==> src/rtl/box_scheduler.sv <==
// box_scheduler: round-robin arbitration of box writes into a shadow bank,
// atomic commit of that bank to the overlay outputs at each frame start,
// aging of unrefreshed boxes, and the frame-aligned white-balance strobe.
module box_scheduler #(
   parameter  int N_BOX          = 4,
   parameter  int N_REQ          = 2,
   parameter  int H_ACT          = 1280,
   parameter  int V_ACT          = 720,
   parameter  int TIMEOUT_FRAMES = 8,
   parameter  int WB_PERIOD      = 30,
   localparam int XW             = $clog2(H_ACT),
   localparam int YW             = $clog2(V_ACT),
   localparam int SW             = (N_BOX > 1) ? $clog2(N_BOX) : 1
) (
   input  logic                  clk,
   input  logic                  rst,
   input  logic                  vsync,
   input  logic [N_REQ-1:0]      req_valid,
   output logic [N_REQ-1:0]      req_ready,
   input  logic [N_REQ*SW-1:0]   req_slot,
   input  logic [N_REQ*XW-1:0]   req_sx,
   input  logic [N_REQ*XW-1:0]   req_ex,
   input  logic [N_REQ*YW-1:0]   req_sy,
   input  logic [N_REQ*YW-1:0]   req_ey,
   input  logic [N_REQ*24-1:0]   req_color,
   output logic [N_BOX*XW-1:0]   start_xs,
   output logic [N_BOX*XW-1:0]   end_xs,
   output logic [N_BOX*YW-1:0]   start_ys,
   output logic [N_BOX*YW-1:0]   end_ys,
   output logic [N_BOX*24-1:0]   colors,
   output logic [N_BOX-1:0]      box_valid,
   output logic                  req_err,
   output logic                  wb_update,
   output logic [15:0]           frame_cnt
);

   localparam int PW = (N_REQ > 1) ? $clog2(N_REQ) : 1;
   localparam int AW = (TIMEOUT_FRAMES > 0) ? $clog2(TIMEOUT_FRAMES + 1) : 1;
   localparam int WW = $clog2(WB_PERIOD + 1);

   typedef struct packed {
      logic [XW-1:0] sx;
      logic [XW-1:0] ex;
      logic [YW-1:0] sy;
      logic [YW-1:0] ey;
      logic [23:0]   color;
   } box_t;

   // Start above end: the overlay matches no pixel for a cleared slot.
   localparam box_t BOX_CLR = {{XW{1'b1}}, {XW{1'b0}}, {YW{1'b1}}, {YW{1'b0}}, 24'h0};

   // Per-requester views of the flat request buses
   logic [SW-1:0] r_slot [N_REQ];
   box_t          r_box  [N_REQ];

   // Arbitration
   logic [PW-1:0] ptr;
   logic [PW:0]   arb_sum;
   logic [PW-1:0] gnt_idx;
   logic          gnt_any;
   logic          hs;
   logic [SW-1:0] g_slot;
   box_t          g_box;
   logic          g_ok;
   logic          wr_en;

   // Banks and aging
   box_t           sh_box  [N_BOX];
   box_t           act_box [N_BOX];
   logic [N_BOX-1:0] sh_v;
   logic [N_BOX-1:0] act_v;
   logic [N_BOX-1:0] refreshed;
   logic [AW-1:0]  age     [N_BOX];
   logic [AW-1:0]  nxt_age [N_BOX];
   logic [N_BOX-1:0] expire;

   // Frame timing
   logic          vsync_d;
   logic          fe;
   logic [WW-1:0] wb_cnt;

   assign fe = vsync & ~vsync_d;

   // Unpack the flat request buses into per-requester fields
   always_comb begin
      for (int i = 0; i < N_REQ; i++) begin
         r_slot[i]       = req_slot[i*SW +: SW];
         r_box[i].sx     = req_sx[i*XW +: XW];
         r_box[i].ex     = req_ex[i*XW +: XW];
         r_box[i].sy     = req_sy[i*YW +: YW];
         r_box[i].ey     = req_ey[i*YW +: YW];
         r_box[i].color  = req_color[i*24 +: 24];
      end
   end

   // Round-robin search from ptr upward with wrap; at most one grant per cycle
   always_comb begin
      // NOTE: every output of this block gets a default first, so no path leaves it unassigned and no latch is inferred.
      gnt_any   = 1'b0;
      gnt_idx   = '0;
      arb_sum   = '0;
      req_ready = '0;
      for (int k = 0; k < N_REQ; k++) begin
         arb_sum = {1'b0, ptr} + (PW+1)'(k);
         if (int'(arb_sum) >= N_REQ)
            arb_sum = arb_sum - (PW+1)'(N_REQ);
         if (!gnt_any && req_valid[arb_sum[PW-1:0]]) begin
            gnt_any = 1'b1;
            gnt_idx = arb_sum[PW-1:0];
         end
      end
      if (gnt_any && !rst)
         req_ready[gnt_idx] = 1'b1;
   end

   assign hs     = gnt_any & ~rst;
   assign g_slot = r_slot[gnt_idx];
   assign g_box  = r_box[gnt_idx];
   assign g_ok   = (g_box.sx <= g_box.ex) && (g_box.sy <= g_box.ey) &&
                   (int'(g_box.ex) < H_ACT) && (int'(g_box.ey) < V_ACT) &&
                   (int'(g_slot) < N_BOX);
   assign wr_en  = hs & g_ok;

   // Next age per slot at a frame edge and whether it times out there
   always_comb begin
      for (int s = 0; s < N_BOX; s++) begin
         if (refreshed[s])
            nxt_age[s] = '0;
         else if (age[s] == {AW{1'b1}})
            nxt_age[s] = age[s];
         else
            nxt_age[s] = age[s] + 1'b1;
         expire[s] = (TIMEOUT_FRAMES != 0) && (int'(nxt_age[s]) == TIMEOUT_FRAMES);
      end
   end

   // Shadow writes, frame-edge commit to the active bank, aging and expiry
   always_ff @(posedge clk) begin
      if (rst) begin
         // NOTE: the bank is a few flops driving the overlay directly, so it is reset rather than left as uninitialised storage.
         for (int s = 0; s < N_BOX; s++) begin
            sh_box[s]  <= BOX_CLR;
            act_box[s] <= BOX_CLR;
            age[s]     <= '0;
         end
         sh_v      <= '0;
         act_v     <= '0;
         refreshed <= '0;
      end else begin
         if (fe) begin
            for (int s = 0; s < N_BOX; s++) begin
               act_box[s] <= sh_box[s];
               act_v[s]   <= sh_v[s];
               age[s]     <= nxt_age[s];
               if (expire[s]) begin
                  act_box[s] <= BOX_CLR;
                  act_v[s]   <= 1'b0;
                  sh_box[s]  <= BOX_CLR;
                  sh_v[s]    <= 1'b0;
               end
            end
            refreshed <= '0;
         end
         // NOTE: non-blocking assignments read pre-edge values and the last one issued wins, so a write here overrides the frame-edge clear/flag reset above while the commit still sees the old shadow.
         if (wr_en) begin
            sh_box[g_slot]    <= g_box;
            sh_v[g_slot]      <= 1'b1;
            refreshed[g_slot] <= 1'b1;
         end
      end
   end

   // Pointer, error pulse, frame counter and white-balance strobe
   always_ff @(posedge clk) begin
      if (rst) begin
         vsync_d   <= 1'b1;
         ptr       <= '0;
         req_err   <= 1'b0;
         frame_cnt <= '0;
         wb_cnt    <= '0;
         wb_update <= 1'b0;
      end else begin
         vsync_d   <= vsync;
         req_err   <= hs & ~g_ok;
         wb_update <= 1'b0;
         if (hs)
            ptr <= (int'(gnt_idx) == N_REQ - 1) ? '0 : gnt_idx + 1'b1;
         if (fe) begin
            frame_cnt <= frame_cnt + 16'd1;
            if (int'(wb_cnt) == WB_PERIOD - 1) begin
               wb_cnt    <= '0;
               wb_update <= 1'b1;
            end else begin
               wb_cnt <= wb_cnt + 1'b1;
            end
         end
      end
   end

   // Flatten the active bank onto the overlay configuration ports
   always_comb begin
      for (int s = 0; s < N_BOX; s++) begin
         start_xs[s*XW +: XW] = act_box[s].sx;
         end_xs[s*XW +: XW]   = act_box[s].ex;
         start_ys[s*YW +: YW] = act_box[s].sy;
         end_ys[s*YW +: YW]   = act_box[s].ey;
         colors[s*24 +: 24]   = act_box[s].color;
      end
   end

   assign box_valid = act_v;

endmodule

==> config.mk <==
export PLATFORM = sky130hd
export DESIGN_NAME = box_scheduler
export DESIGN_NICKNAME = d
export VERILOG_FILES = /design/src/rtl/box_scheduler.sv
export SDC_FILE = /design/constraint.sdc
export NUM_CORES = 1
export LEC_CHECK = 0
export BUFFER_PORTS_ARGS = -buffer_cell sky130_fd_sc_hd__buf_2
export CAP_MARGIN = 25
export CELL_PAD_IN_SITES_DETAIL_PLACEMENT = 0
export CELL_PAD_IN_SITES_GLOBAL_PLACEMENT = 2
export CORE_MARGIN = 5
export CORE_UTILIZATION = 38
export CTS_CLUSTER_SIZE = 14
export DETAILED_ROUTE_END_ITERATION = 8
export PLACE_DENSITY = 0.89
export SLEW_MARGIN = 20
export SYNTH_ARGS = -nofsm -noshare
export SYNTH_HDL_FRONTEND = slang
export SYNTH_SLANG_ARGS = --single-unit
==> constraint.sdc <==
create_clock -name clk -period 9.2 [get_ports clk]
set_input_delay 1.84 -clock clk [delete_from_list [all_inputs] [get_ports clk]]
set_output_delay 1.84 -clock clk [all_outputs]
set_load 0.02 [all_outputs]
==> results_dict.tcl, run 1 <==
set metrics [dict create \
    outcome "completed" \
    p_total_w 0.00591 \
    cp_data_arrival_time_ps 6590 \
    skew_ps 29.4 \
    start_util 0.383 \
    instances_no_fill 2909 \
    layout-drive-gt1-share 0.277 \
    io_pins 429 \
    post_cts_buffers 0 \
    firstDrtPassIters 5 \
    ctsHoldBuffers 0 \
    synth_area_leader_cell "edfxtp_1" \
    clock_sinks 581 \
    grt_usage 0.206 \
    synthTopCellsByArea "edfxtp_1 69%, nor3_1 3.2%, dfxtp_1 3.1%" \
    seqCellArea_sq_um 17100 \
    first_global_vias 15700 \
    ys_seq_elements 581 \
    path_class "in2reg" \
    leakagePower_nw 10.5 \
    synth_cell_types 57 \
    place_congestion 0.879 \
    port_buffers 428 \
    synth_top_area_frac 0.694 \
    finalSetupViolCount 0 \
    hold_path_class "reg2reg" \
    end_kind "flip-flop" \
    htreeDepth 2 \
    vdd_drop_max_mv 0.167 \
    antenna_found_initial 4 \
    synth.cell_area_sq_um 23500 \
    insertion_delay_ps 640 \
    clock_path_buffers 3 \
    synthToLayoutAreaGrowth_pct 21.1 \
    cap_violations 0 \
    p_per_area_nw_per_um2 207 \
    die-height_um 259 \
    slew_headroom 0.286 \
    cp-start-kind "input pin" \
    dieArea_sq_um 67000 \
    multiInputGateArea_sq_um 6030 \
    cts_made_buffers 59 \
    ys.flop_type "edfxtp_1" \
    num_rows 91 \
    clkTransAtPathRegs_ps 60 \
    cp.required_ps 9490 \
    final.period_utilization 0.686 \
    yosysSeqAreaShare 0.726 \
    root_buffer "clkbuf_16" \
    dp_hpwl_um 49100 \
    drt_iter0_markers 1374 \
    via_per_inst 5.34 \
    synth_edf_count 544 \
    synthArstFlopShare 0 \
    cts_tree "done" \
    fillerInstances 5505 \
    finalSetupTns_ps 0 \
    max_freq_mhz 159 \
    final-hold-violation-count 0 \
    syn_avg_cell_area_sq_um 14.2 \
    grt_first_pass_wirelength_um 104000 \
    syn_nets 1830 \
    drtAntennaViolNets 0 \
    final_max_slew_viol_count 0 \
    vias 15500 \
    synth_cells 1663 \
    synth_warnings 0 \
    grt_max_degree 115 \
    final_nets 2238 \
    crit_fanout 52 \
    rsz0062_at_grt "false" \
    period_needed_ps 6310 \
    wl_per_cell_um 24.7 \
    worst_pin_slew_ps 1070 \
    finalWirelength_um 71800 \
    post-route-drc-count 0 \
    cts_resized 0 \
    dp.cells 2798 \
    core_area_sq_um 61500 \
    die_x_um 259 \
    overflow 0 \
]
-- sequential cells by signal, summed over array words and instances (netlist names) --
name	cells
box_valid	4
sh_v	4
refreshed	4
req_err	1
wb_update	1
act_box	264
wb_cnt	5
sh_box	264
ptr	1
frame_cnt	16
age	16
vsync_d	1
-- kinds of logic (layout without fill, tap and decap cells) --
kind of cell,count (synthesis),in the layout,synth area share
adders and majority gates,28,28,0.0147
DFF,581,581,0.726
xor gates and xnor gates,18,18,0.00670
other,0,2,0
muxes,52,52,0.0221
buffers and inverters,135,589,0.0253
AOI/OAI and AO/OA,86,86,0.0243
and+or+nand+nor,763,763,0.181
-- per-layer routing --
metal	wire [um]	GRT usage	vias up
met5	0	0	-
met4	2580	0.0720	0
met3	4490	0.0318	128
met2	36300	0.354	589
met1	28400	0.268	7745
li1	-	-	7058
-- area by class of cell --
cell class | instances | share of cell area
tap | 790 | 0.0347
timing repair buffer | 468 | 0.0879
clock buffer | 70 | 0.0532
sequential | 581 | 0.599
antenna | 2 | 0.000176
clock inverter | 37 | 0.0113
inverter | 14 | 0.00215
multi-input combinational | 947 | 0.212
-- synthesized netlist by cell type (3+ instances only) --
master,n
a21oi_1,20
a22o_1,6
a311oi_1,4
a31oi_1,7
and2_1,93
and3_1,92
buf_1,3
buf_2,19
buf_4,13
clkbuf_1,84
dfxtp_1,37
edfxtp_1,544
ha_1,26
inv_1,13
mux2i_1,52
nand2_1,83
nand2b_1,102
nand3_1,34
nand3b_1,7
nand4_1,10
nor2_1,41
nor3_1,151
nor3b_1,5
nor4_1,50
o21a_1,4
o21ai_0,17
o21ai_1,8
or3_1,82
or4_1,3
xnor2_1,6
xor2_1,12
-- path summary, 6_finish.rpt --
path | startpoint | endpoint | slack [ps] | depth (start not counted)
max | req_valid[0] | sh_box[3][13] | 2890 | 14
min | sh_v[3] | sh_v[3] | 480 | 2
min reg2reg | sh_v[3] | sh_v[3] | 480 | 2
max reg2reg | ptr | sh_box[3][13] | 3830 | 13
-- power breakdown --
part,internal [W],total (W),switching [W]
registers,0.00300,0.00304,0.0000395
logic,0.000147,0.000574,0.000427
clock network,0.00127,0.00230,0.00103
total,0.00441,0.00591,0.00150
-- cell usage in the layout, fill, tap and decap left out, drive strengths merged, types with 2 or more instances in the layout --
| cell type | instances |
|---|---|
| edfxtp | 544 |
| buf | 468 |
| nor3 | 151 |
| nand2b | 102 |
| and2 | 93 |
| and3 | 92 |
| nand2 | 83 |
| or3 | 82 |
| clkbuf | 70 |
| mux2i | 52 |
| nor4 | 51 |
| nor2 | 42 |
| dfxtp | 37 |
| nand3 | 34 |
| clkinv | 29 |
| ha | 26 |
| o21ai | 25 |
| a21oi | 20 |
| inv | 15 |
| xor2 | 12 |
| nand4 | 10 |
| nand3b | 7 |
| a31oi | 7 |
| a22o | 6 |
| xnor2 | 6 |
| nor3b | 5 |
| o21a | 4 |
| a311oi | 4 |
| clkinvlp | 4 |
| bufinv | 3 |
| or4 | 3 |
| diode | 2 |
| nor2b | 2 |
| o211ai | 2 |
| maj3 | 2 |
| o211a | 2 |
| o221ai | 2 |
| a31o | 2 |
| a211o | 2 |
| or2 | 2 |
-- stage by stage --
step                       util  cell area [sq um]  hold WS, ps  setup slack (ps)
after CTS                 0.463              28500          467              2970
after detailed placement  0.433              26600          459              2310
after floorplan               -              23500          426              1180
final                     0.464              28500          476              2890
after global placement    0.433              26600          457              2360
after global routing      0.464              28500          492              2680
-- worst max-delay path, cell delays in order --
cell      delay, ps
buf_2           140
nand2b_1        200
nand2_4         330
buf_4           710
nand2_1         170
nand2_1         120
ha_1            260
a21oi_1         130
o21ai_0         160
nor4_2          710
o221ai_4        210
buf_4           330
o21ai_4         850
buf_12          330
Power figures use the tool's default switching activity.
==> run 2, diff against run 1 <==
CORE_UTILIZATION = 35   (was 38)
PLACE_DENSITY = 0.86   (was 0.89)
clock period = 5.7 ns   (was 9.2 ns; I/O delays follow)
==> run 2 against run 1 <==
Sequential power up 61%. Power up 65%. Register-to-register slack worse by 2500 ps. Via count up 0.68%. Critical path type unchanged. Global-route usage down 1.1 points. Worst hold slack worse by 4.5 ps. Final cell count up 3.3%. Sequential cell count unchanged.
==> results_dict.tcl, run 2 (synthesis gave the netlist of run 1 again) <==
set metrics [dict create \
    start_util 0.352 \
    end_kind "flip-flop" \
    routed.top_layer "met5" \
    p_per_area_nw_per_um2 339 \
    layout-drive-gt1-share 0.281 \
    port_buffers 428 \
    clkTransAtPathRegs_ps 60 \
    dieArea_sq_um 72500 \
    grt_first_pass_wirelength_um 107000 \
    fillerInstances 6109 \
    post_cts_buffers 0 \
    cts_made_buffers 59 \
    die_x_um 269 \
    crit_fanout 51 \
    htreeDepth 2 \
    drt_iter0_markers 1546 \
    cp_data_arrival_time_ps 5000 \
    drtAntennaViolNets 0 \
    route.met2.wl_um 34600 \
    top_regs "act_box x264, sh_box x264" \
    wl_met3_um 5250 \
    rsz0062_at_grt "false" \
    max_freq_mhz 214 \
    outcome "completed" \
    cp.required_ps 6030 \
    synthToLayoutAreaGrowth_pct 22.4 \
    cp-start-kind "input pin" \
    ff2ff_setup_slack_ps 1330 \
    die-height_um 269 \
    ctsHoldBuffers 0 \
    path_class "in2reg" \
    clock_path_buffers 3 \
    post-route-drc-count 0 \
    period_needed_ps 4680 \
    final_core_util 0.431 \
    placed_cell_area_sq_um 26800 \
    cts_resized 0 \
    final-hold-violation-count 0 \
    final_area_sq_um 28800 \
    final_nets 2243 \
    final_max_slew_viol_count 0 \
    skew_ps 14.0 \
    slew_headroom 0.314 \
    finalSetupViolCount 0 \
    vias 15600 \
    grt_usage 0.195 \
    vdd_drop_max_mv 0.217 \
    mostFrequentLayoutCells "544 x edfxtp_1, 428 x buf_2, 151 x nor3_1" \
    wl_per_cell_um 24.4 \
    num_rows 95 \
    dp_hpwl_um 50000 \
    worst_pin_slew_ps 1030 \
    core_area_sq_um 66900 \
    io_pins 429 \
    first_global_vias 15800 \
    finalWirelength_um 73200 \
    antenna_found_initial 11 \
    layout_commonest_cell "edfxtp_1" \
    place_congestion 0.911 \
    drt-met1-wl_um 30900 \
    grt_max_degree 166 \
    cts_tree "done" \
    root_buffer "clkbuf_16" \
    overflow 0 \
    via_per_inst 5.20 \
    cap_violations 0 \
    firstDrtPassIters 5 \
    insertion_delay_ps 610 \
    final.period_utilization 0.820 \
    leakagePower_nw 10.6 \
    finalSetupTns_ps 0 \
    clock_sinks 581 \
    hold_path_class "reg2reg" \
]
run 2: cell types whose count changed in the layout (fill, tap and decap cells not counted), moves of 2 or more:
cell / change
clkinvlp_4: +8
clkinv_2: -6
diode_2: +5
bufinv_16: +4
buf_12: +3
clkbuf_1: -3
buf_4: +2
clkinv_1: +2
clkinv_8: -2
nand2b_1: -2
nand2b_2: +2
run 2: per-stage QoR:
step	setup slack (ps)	std cells	hold WS, ps	power (W)
4_1_cts	1080	2998	469	0.00985
3_5_place_dp	453	2888	456	0.00593
3_3_place_gp	558	2886	457	0.00591
6_report	1030	3005	472	0.00975
5_1_grt	741	3004	499	0.0101
2_1_floorplan	-362	1663	426	0.00552
run 2: worst paths after layout:
kind / startpoint / endpoint / cells past startpoint
worst min-delay path: sh_v[3] / sh_v[3] / 2
worst min register to register: sh_v[3] / sh_v[3] / 2
worst max-delay path: req_valid[0] / sh_box[0][27] / 13
worst max register to register: ptr / sh_box[0][27] / 12
run 2: cell type report:
cell class	instances	area, sq um	area share
clock buffer	67	1510	0.0523
sequential	581	17100	0.593
antenna	7	17.5	0.000608
multi-input combinational	947	6040	0.210
tap	873	1090	0.0379
inverter	14	57.6	0.00200
clock inverter	43	452	0.0157
timing repair buffer	473	2570	0.0892
run 2: per-layer routing:
| metal | track usage | vias up |
|---|---|---|
| li1 | - | 7056 |
| met1 | 0.263 | 7809 |
| met2 | 0.315 | 631 |
| met3 | 0.0430 | 124 |
| met4 | 0.0675 | 6 |
| met5 | 0 | - |
run 2: power by group:
part / switching (W) / total [W] / internal (W)
Sequential: 0.0000613 / 0.00490 / 0.00484
Combinational: 0.000694 / 0.000935 / 0.000241
Clock: 0.00169 / 0.00392 / 0.00223
run 2: critical path, stage by stage:
cell      delay (ps)
buf_2            150
nand2b_1         200
nand2_4          370
mux2i_1          520
ha_1             240
nand4_1          140
a211oi_1         260
a311oi_1         150
o21a_1           170
o221ai_4         450
buf_4            500
buf_4            520
nor3_1           140
